<file path="src/rtl/mem_stage_module.sv">
// MEM stage: issues one req/ack data-memory access per load/store and loads the MEM/WB register.
// Latency 1 cycle for non-memory ops, >=2 for memory ops; mem_stall holds upstream until ack, freeze holds all.
module mem_stage_module #(
    parameter int ADDRESS_LEN = 32,
    parameter int DATA_LEN    = 32,
    parameter int MEM_BASE    = 1024
) (
    input  logic                   clk,
    input  logic                   rst,
    input  logic                   freeze,
    input  logic                   valid_in,
    input  logic [ADDRESS_LEN-1:0] pc_in,
    input  logic                   wb_en_in,
    input  logic                   mem_r_en_in,
    input  logic                   mem_w_en_in,
    input  logic [DATA_LEN-1:0]    alu_res_in,
    input  logic [DATA_LEN-1:0]    val_rm_in,
    input  logic [3:0]             dest_in,
    output logic                   mem_req,
    output logic                   mem_we,
    output logic [ADDRESS_LEN-1:0] mem_addr,
    output logic [DATA_LEN-1:0]    mem_wdata,
    input  logic [DATA_LEN-1:0]    mem_rdata,
    input  logic                   mem_ack,
    output logic                   mem_stall,
    output logic                   valid_out,
    output logic [ADDRESS_LEN-1:0] pc_out,
    output logic                   wb_en_out,
    output logic                   mem_r_en_out,
    output logic [DATA_LEN-1:0]    alu_res_out,
    output logic [DATA_LEN-1:0]    mem_data_out,
    output logic [3:0]             dest_out
);

    typedef enum logic [1:0] {
        S_IDLE = 2'd0,
        S_WAIT = 2'd1,
        S_DONE = 2'd2
    } state_t;

    localparam logic [ADDRESS_LEN-1:0] BASE_ADDR = ADDRESS_LEN'(MEM_BASE);

    state_t                 state_q, state_d;
    logic [ADDRESS_LEN-1:0] addr_q, addr_d;
    logic                   we_q, we_d;
    logic [DATA_LEN-1:0]    wdata_q, wdata_d;
    logic [DATA_LEN-1:0]    hold_q, hold_d;
    logic                   valid_out_q, valid_out_d;
    logic [ADDRESS_LEN-1:0] pc_out_q, pc_out_d;
    logic                   wb_en_out_q, wb_en_out_d;
    logic                   mem_r_en_out_q, mem_r_en_out_d;
    logic [DATA_LEN-1:0]    alu_res_out_q, alu_res_out_d;
    logic [DATA_LEN-1:0]    mem_data_out_q, mem_data_out_d;
    logic [3:0]             dest_out_q, dest_out_d;

    logic                   memop;
    logic                   is_store;
    logic [ADDRESS_LEN-1:0] byte_off;
    logic [ADDRESS_LEN-1:0] issue_addr;
    logic                   load_wb;
    logic [DATA_LEN-1:0]    load_data;

    // A load/store with both enables set behaves as a load.
    assign memop      = valid_in & (mem_r_en_in | mem_w_en_in);
    assign is_store   = mem_w_en_in & ~mem_r_en_in;
    assign byte_off   = ADDRESS_LEN'(alu_res_in) - BASE_ADDR;
    assign issue_addr = byte_off & ~(ADDRESS_LEN'(3));

    always_comb begin
        state_d        = state_q;
        addr_d         = addr_q;
        we_d           = we_q;
        wdata_d        = wdata_q;
        hold_d         = hold_q;
        valid_out_d    = valid_out_q;
        pc_out_d       = pc_out_q;
        wb_en_out_d    = wb_en_out_q;
        mem_r_en_out_d = mem_r_en_out_q;
        alu_res_out_d  = alu_res_out_q;
        mem_data_out_d = mem_data_out_q;
        dest_out_d     = dest_out_q;
        mem_req        = 1'b0;
        mem_we         = 1'b0;
        mem_addr       = '0;
        mem_wdata      = '0;
        mem_stall      = 1'b0;
        load_wb        = 1'b0;
        load_data      = '0;

        case (state_q)
            S_IDLE: begin
                if (memop) begin
                    mem_stall = 1'b1;
                    if (!freeze) begin
                        mem_req   = 1'b1;
                        mem_we    = is_store;
                        mem_addr  = issue_addr;
                        mem_wdata = val_rm_in;
                        addr_d    = issue_addr;
                        we_d      = is_store;
                        wdata_d   = val_rm_in;
                        state_d   = S_WAIT;
                    end
                end else if (!freeze) begin
                    load_wb = 1'b1;
                end
            end
            S_WAIT: begin
                mem_req   = 1'b1;
                mem_we    = we_q;
                mem_addr  = addr_q;
                mem_wdata = wdata_q;
                if (mem_ack) begin
                    if (!freeze) begin
                        load_wb   = 1'b1;
                        load_data = we_q ? '0 : mem_rdata;
                        state_d   = S_IDLE;
                    end else begin
                        // Ack under freeze: park the read data until the pipeline moves again.
                        hold_d  = we_q ? '0 : mem_rdata;
                        state_d = S_DONE;
                    end
                end else begin
                    mem_stall = 1'b1;
                end
            end
            S_DONE: begin
                if (!freeze) begin
                    load_wb   = 1'b1;
                    load_data = hold_q;
                    state_d   = S_IDLE;
                end
            end
            default: state_d = S_IDLE;
        endcase

        if (!freeze) begin
            if (load_wb) begin
                valid_out_d    = valid_in;
                pc_out_d       = pc_in;
                wb_en_out_d    = valid_in & wb_en_in;
                mem_r_en_out_d = valid_in & mem_r_en_in;
                alu_res_out_d  = alu_res_in;
                mem_data_out_d = load_data;
                dest_out_d     = dest_in;
            end else begin
                valid_out_d    = 1'b0;
                wb_en_out_d    = 1'b0;
                mem_r_en_out_d = 1'b0;
            end
        end
    end

    always_ff @(posedge clk) begin
        if (!rst) begin
            state_q        <= S_IDLE;
            addr_q         <= '0;
            we_q           <= 1'b0;
            wdata_q        <= '0;
            hold_q         <= '0;
            valid_out_q    <= 1'b0;
            pc_out_q       <= '0;
            wb_en_out_q    <= 1'b0;
            mem_r_en_out_q <= 1'b0;
            alu_res_out_q  <= '0;
            mem_data_out_q <= '0;
            dest_out_q     <= '0;
        end else begin
            state_q        <= state_d;
            addr_q         <= addr_d;
            we_q           <= we_d;
            wdata_q        <= wdata_d;
            hold_q         <= hold_d;
            valid_out_q    <= valid_out_d;
            pc_out_q       <= pc_out_d;
            wb_en_out_q    <= wb_en_out_d;
            mem_r_en_out_q <= mem_r_en_out_d;
            alu_res_out_q  <= alu_res_out_d;
            mem_data_out_q <= mem_data_out_d;
            dest_out_q     <= dest_out_d;
        end
    end

    assign valid_out    = valid_out_q;
    assign pc_out       = pc_out_q;
    assign wb_en_out    = wb_en_out_q;
    assign mem_r_en_out = mem_r_en_out_q;
    assign alu_res_out  = alu_res_out_q;
    assign mem_data_out = mem_data_out_q;
    assign dest_out     = dest_out_q;

endmodule

</file>
<file path="config.mk">
export PLATFORM = sky130hd
export DESIGN_NAME = mem_stage_module
export DESIGN_NICKNAME = d
export VERILOG_FILES = /design/src/rtl/mem_stage_module.sv
export SDC_FILE = /design/constraint.sdc
export NUM_CORES = 1
export LEC_CHECK = 0
export ABC_AREA = 1
export BUFFER_PORTS_ARGS = -buffer_cell sky130_fd_sc_hd__buf_2
export CORE_ASPECT_RATIO = 1.2
export CORE_MARGIN = 5
export CORE_UTILIZATION = 54
export DETAILED_ROUTE_END_ITERATION = 6
export PLACE_DENSITY_LB_ADDON = 0.15
export SLEW_MARGIN = 20
export SYNTH_ARGS = -nofsm -noshare
export SYNTH_HDL_FRONTEND = slang
export SYNTH_SLANG_ARGS = --single-unit
</file>
<file path="constraint.sdc">
create_clock -name clk -period 4.5 [get_ports clk]
set_input_delay 0.225 -clock clk [delete_from_list [all_inputs] [get_ports clk]]
set_output_delay 0.225 -clock clk [all_outputs]
set_load 0.005 [all_outputs]
</file>
==> metrics.txt <==
# TYPE chip_impl_metric gauge
chip_impl_metric{name="place_hpwl",unit="microns"} 17130
chip_impl_metric{name="clkTransAtPathRegs",unit="ns"} 0.07
chip_impl_info{name="outcome",value="finished clean"} 1
chip_impl_metric{name="globalRouteTotalUtil",unit="%"} 26.66
chip_impl_metric{name="crit_path_max_incr_delay",unit="ns"} 0.86
chip_impl_metric{name="clock_path_buffers",unit=""} 2
chip_impl_metric{name="cp.required",unit="ns"} 4.86
chip_impl_metric{name="start_util",unit="%"} 54.45
chip_impl_metric{name="synth_compound_gate_area_share",unit="%"} 16.52
chip_impl_info{name="worstHoldEndpoint",value="wb_en_out$_SDFFE_PN0N_"} 1
chip_impl_metric{name="cts_buffer_count",unit=""} 17
chip_impl_metric{name="io_buffer_count",unit=""} 307
chip_impl_metric{name="min_period",unit="ns"} 3.016
chip_impl_metric{name="timing.reg2reg.worst_path_depth",unit=""} 9
chip_impl_metric{name="number_of_synthesized_flops_with_an_enable_pin",unit=""} 0
chip_impl_metric{name="number_of_fill_cells_in_the_layout",unit=""} 1438
chip_impl_metric{name="gr-total-overflow",unit=""} 0
chip_impl_metric{name="worstSkewPairLatency",unit="ns"} 0.43
chip_impl_info{name="grt_setup_unrepaired",value="false"} 1
chip_impl_info{name="final_common_cell",value="sky130_fd_sc_hd__nand2_1"} 1
chip_impl_info{name="hp-class",value="in2reg"} 1
chip_impl_metric{name="post_synth_fa_ha_maj_area_fraction",unit="%"} 0.7116
chip_impl_metric{name="drive_above_1_share",unit="%"} 24.62
chip_impl_metric{name="fp.coreArea",unit="sq mm"} 0.01614
chip_impl_info{name="path_class",value="reg2reg"} 1
chip_impl_metric{name="finalHoldViolCount",unit=""} 0
chip_impl_metric{name="p_comb_share",unit="%"} 34.0
chip_impl_metric{name="clock_tree_sinks",unit=""} 200
chip_impl_metric{name="syn-mean-instance-area",unit="sq um"} 7.016
chip_impl_metric{name="pwr_density_cell",unit="mW/mm^2"} 544.2
chip_impl_metric{name="grt_max_degree",unit=""} 124
chip_impl_metric{name="rrSetupSlack",unit="ns"} 1.48
chip_impl_metric{name="timing.max_slew.rel_slack",unit="%"} 25.53
chip_impl_metric{name="io_pins",unit=""} 310
chip_impl_metric{name="max_clock_freq",unit="MHz"} 331.5
chip_impl_metric{name="synth_xor_area_share",unit="%"} 0.2989
chip_impl_metric{name="grt_first_pass_wirelength",unit="microns"} 41830
chip_impl_metric{name="yosys_register_bits",unit=""} 200
chip_impl_info{name="synth_top_family_by_area",value="simple AND/OR/NAND/NOR gates"} 1
chip_impl_metric{name="vias_in_the_first_global_route",unit=""} 8484
chip_impl_metric{name="timing.setup.tns",unit="ns"} 0
chip_impl_info{name="hold_path.startpoint",value="wb_en_in"} 1
chip_impl_metric{name="internal-power",unit="mW"} 3.725
chip_impl_info{name="timing.critical_path.cells",value="inv_1, ha_1, inv_2, nand3_4, buf_4, nand3_1, inv_1, nand2_1, a21oi_1"} 1
chip_impl_metric{name="timing.final.crit_share",unit="%"} 67.03
chip_impl_metric{name="num-nets-final",unit=""} 1639
chip_impl_metric{name="number_of_levels_the_h_tree_was_split_into",unit=""} 4
chip_impl_metric{name="netlist_area",unit="sq mm"} 0.008791
chip_impl_metric{name="number_of_standard_cell_rows_in_the_floorplan",unit=""} 51
chip_impl_metric{name="initial_antenna_violation_count",unit=""} 1
chip_impl_metric{name="final_max_slew_viol_count",unit=""} 0
chip_impl_metric{name="wl_per_cell",unit="microns"} 15.21
chip_impl_metric{name="wl",unit="microns"} 26160
chip_impl_info{name="critical_path.startpoint_type",value="flop"} 1
chip_impl_info{name="cts-root-buf",value="sky130_fd_sc_hd__clkbuf_16"} 1
chip_impl_metric{name="routed_via_density",unit=""} 5.389
chip_impl_metric{name="postCtsSetupRepairBufs",unit=""} 0
chip_impl_metric{name="power.leakage",unit="nW"} 5.160
chip_impl_info{name="setup.worst_path.end_class",value="flop"} 1
chip_impl_metric{name="setup_viol",unit=""} 0
chip_impl_info{name="worstReg2RegEnd",value="mem_r_en_out$_SDFFE_PN0N_"} 1
chip_impl_metric{name="vias",unit=""} 9269
chip_impl_metric{name="fp.dieW",unit="microns"} 126.5
chip_impl_info{name="cp_slowest_cell",value="sky130_fd_sc_hd__buf_4"} 1
chip_impl_metric{name="ir_drop",unit="uV"} 379.5
chip_impl_metric{name="p_total",unit="mW"} 5.913
chip_impl_info{name="rr_startpoint",value="state_q[0]$_SDFFE_PN0P_"} 1
chip_impl_metric{name="synth-seq-area-share",unit="%"} 45.55
chip_impl_info{name="mostFrequentLayoutCells",value="sky130_fd_sc_hd__nand2_1 (385), sky130_fd_sc_hd__buf_2 (307), sky130_fd_sc_hd__a21oi_1 (235), sky130_fd_sc_hd__dfxtp_1 (200), sky130_fd_sc_hd__nor2_1 (100)"} 1
chip_impl_metric{name="p_switching",unit="mW"} 2.188
chip_impl_metric{name="postSynthCellCount",unit=""} 1253
chip_impl_metric{name="power.clock.fraction",unit="%"} 28.4
chip_impl_metric{name="timing.hold.worst_path_depth",unit=""} 3
chip_impl_metric{name="post_synth_num_cell_types",unit=""} 32
chip_impl_metric{name="cts_repair_resize_count",unit=""} 0
chip_impl_metric{name="area_added_between_synthesis_and_finish",unit="%"} 23.58
chip_impl_metric{name="detailedRoute.firstIterationViolations",unit=""} 773
chip_impl_info{name="most_numerous_cell_on_the_critical_path",value="sky130_fd_sc_hd__inv_1"} 1
chip_impl_metric{name="maxCapViolCount",unit=""} 0
chip_impl_metric{name="seqPwrFrac",unit="%"} 37.6
chip_impl_metric{name="synth.area.mux_share",unit="%"} 0
chip_impl_metric{name="crit_arrival",unit="ns"} 3.37
chip_impl_metric{name="switching_part_of_the_total",unit="%"} 37.00
chip_impl_metric{name="drtPass1Iterations",unit=""} 5
chip_impl_metric{name="hold_buffers",unit=""} 0
chip_impl_metric{name="dieArea",unit="sq mm"} 0.01894
chip_impl_metric{name="die-height",unit="microns"} 149.8
chip_impl_metric{name="route.antenna.remaining_nets",unit=""} 0
chip_impl_info{name="cts_tree",value="built"} 1
chip_impl_info{name="yosys_most_used_dff",value="sky130_fd_sc_hd__dfxtp_1"} 1
chip_impl_metric{name="remaining_routing_drc_violations",unit=""} 0
chip_impl_metric{name="ys_warn_count",unit=""} 0
chip_impl_metric{name="tightest_slew",unit="ns"} 1.117
chip_impl_metric{name="clock_skew",unit="ns"} 0.01095
chip_impl_metric{name="postSynth.asyncResetShare",unit="%"} 0
chip_impl_metric{name="synthSimpleGateAreaFrac",unit="%"} 29.70
chip_impl_metric{name="critical_path_peak_fanout",unit=""} 101
chip_impl_metric{name="globalplace.congestion",unit=""} 0.8586
## final cells by class
cell class / instances / area (sq um) / area share, %
Multi-Input combinational cell: 919 / 4184 / 38.51
Sequential cell: 200 / 4004 / 36.85
Timing Repair Buffer: 315 / 1597 / 14.70
Clock buffer: 20 / 466.7 / 4.296
Tap cell: 212 / 265.3 / 2.442
Clock inverter: 12 / 186.4 / 1.716
Inverter: 41 / 158.9 / 1.463
Antenna cell: 1 / 2.502 / 0.02303
## layer usage
metal	share of wire, %	GRT usage, %	routed length, microns
met5	0	0	0
met4	3.7	11.86	957
met3	8.4	6.569	2192
met2	48	43.49	12570
met1	40	33.44	10440
## metrics by stage
stage	hold slack [ns]	setup WS, ns	cells	util (%)	cell area (sq um)
after floorplan	0.3634	2.898	1254	-	8795
after global placement	0.4437	1.635	1687	63.16	10200
after detailed placement	0.4486	1.576	1687	63.16	10200
after CTS	0.02255	1.554	1719	67.21	10850
after global routing	0.04199	1.204	1720	67.29	10860
final	0.03707	1.484	1720	67.29	10860
## synthesized netlist by cell type, types with 3 or more instances
cell type                  count  share of area (%)
sky130_fd_sc_hd__xor2_1        3               0.30
sky130_fd_sc_hd__nand3_1      93                5.3
sky130_fd_sc_hd__clkbuf_1     38                1.6
sky130_fd_sc_hd__nand4_1       4               0.28
sky130_fd_sc_hd__buf_1        10               0.43
sky130_fd_sc_hd__buf_2        30                1.7
sky130_fd_sc_hd__o21ai_0      21                1.2
sky130_fd_sc_hd__nor2_2        4               0.28
sky130_fd_sc_hd__buf_6         5               0.64
sky130_fd_sc_hd__inv_1        37                1.6
sky130_fd_sc_hd__ha_1          5               0.71
sky130_fd_sc_hd__nand2_1     385                 16
sky130_fd_sc_hd__dfxtp_1     200                 46
sky130_fd_sc_hd__o22ai_1      18                1.3
sky130_fd_sc_hd__nor3_1       25                1.4
sky130_fd_sc_hd__nor3_2        7               0.80
sky130_fd_sc_hd__inv_2         4               0.17
sky130_fd_sc_hd__buf_4        10               0.85
sky130_fd_sc_hd__a21oi_1     235                 13
sky130_fd_sc_hd__nor2_1      100                4.3
sky130_fd_sc_hd__a21o_1        5               0.43
## sequential cells by signal (all words and copies together) (netlist names)
signal	count
alu_res_out	32
hold_q	32
mem_data_out	32
pc_out	32
wdata_q	32
addr_q	30
dest_out	4
state_q	2
mem_r_en_out	1
valid_out	1
wb_en_out	1
we_q	1
## cells by family after synthesis
family / Yosys count
adders and majority gates: 5
buffers and inverters: 135
other: 1
AOI/OAI and AO/OA: 282
DFF: 200
xor gates and xnor gates: 3
and+or+nand+nor: 627
## worst max-delay path by stage
stage                                  startpoint                            end  slack (ns)  cells after the start
after floorplan           state_q[0]$_SDFFE_PN0P_  mem_data_out[21]$_SDFFE_PN0P_        2.90                      8
after global placement    state_q[0]$_SDFFE_PN0P_         wb_en_out$_SDFFE_PN0N_        1.64                      9
after detailed placement  state_q[0]$_SDFFE_PN0P_      mem_r_en_out$_SDFFE_PN0N_        1.58                      9
after CTS                 state_q[0]$_SDFFE_PN0P_      mem_r_en_out$_SDFFE_PN0N_        1.55                      9
after global routing      state_q[0]$_SDFFE_PN0P_      mem_r_en_out$_SDFFE_PN0N_        1.20                      9
final                     state_q[0]$_SDFFE_PN0P_      mem_r_en_out$_SDFFE_PN0N_        1.48                      9
## power by group through the flow
stage | logic [mW] | clock network, mW | registers, mW
floorplan | 1.37 | 0 | 2.27
global placement | 1.98 | 0 | 2.25
detailed placement | 2.01 | 0 | 2.26
CTS | 2.02 | 1.70 | 2.22
global route | 2.24 | 1.78 | 2.26
finish | 2.01 | 1.68 | 2.22
## critical path: cells and delay by family (launching register included)
kind	cells	cell delay [ns]
AND/OR/NAND/NOR	3	0.47
adder cells (fa/ha/maj)	1	0.59
buffers and inverters	4	1.43
flip-flops	1	0.33
AO/OA/AOI/OAI	1	0.11
(Power assumes the default switching activity.)
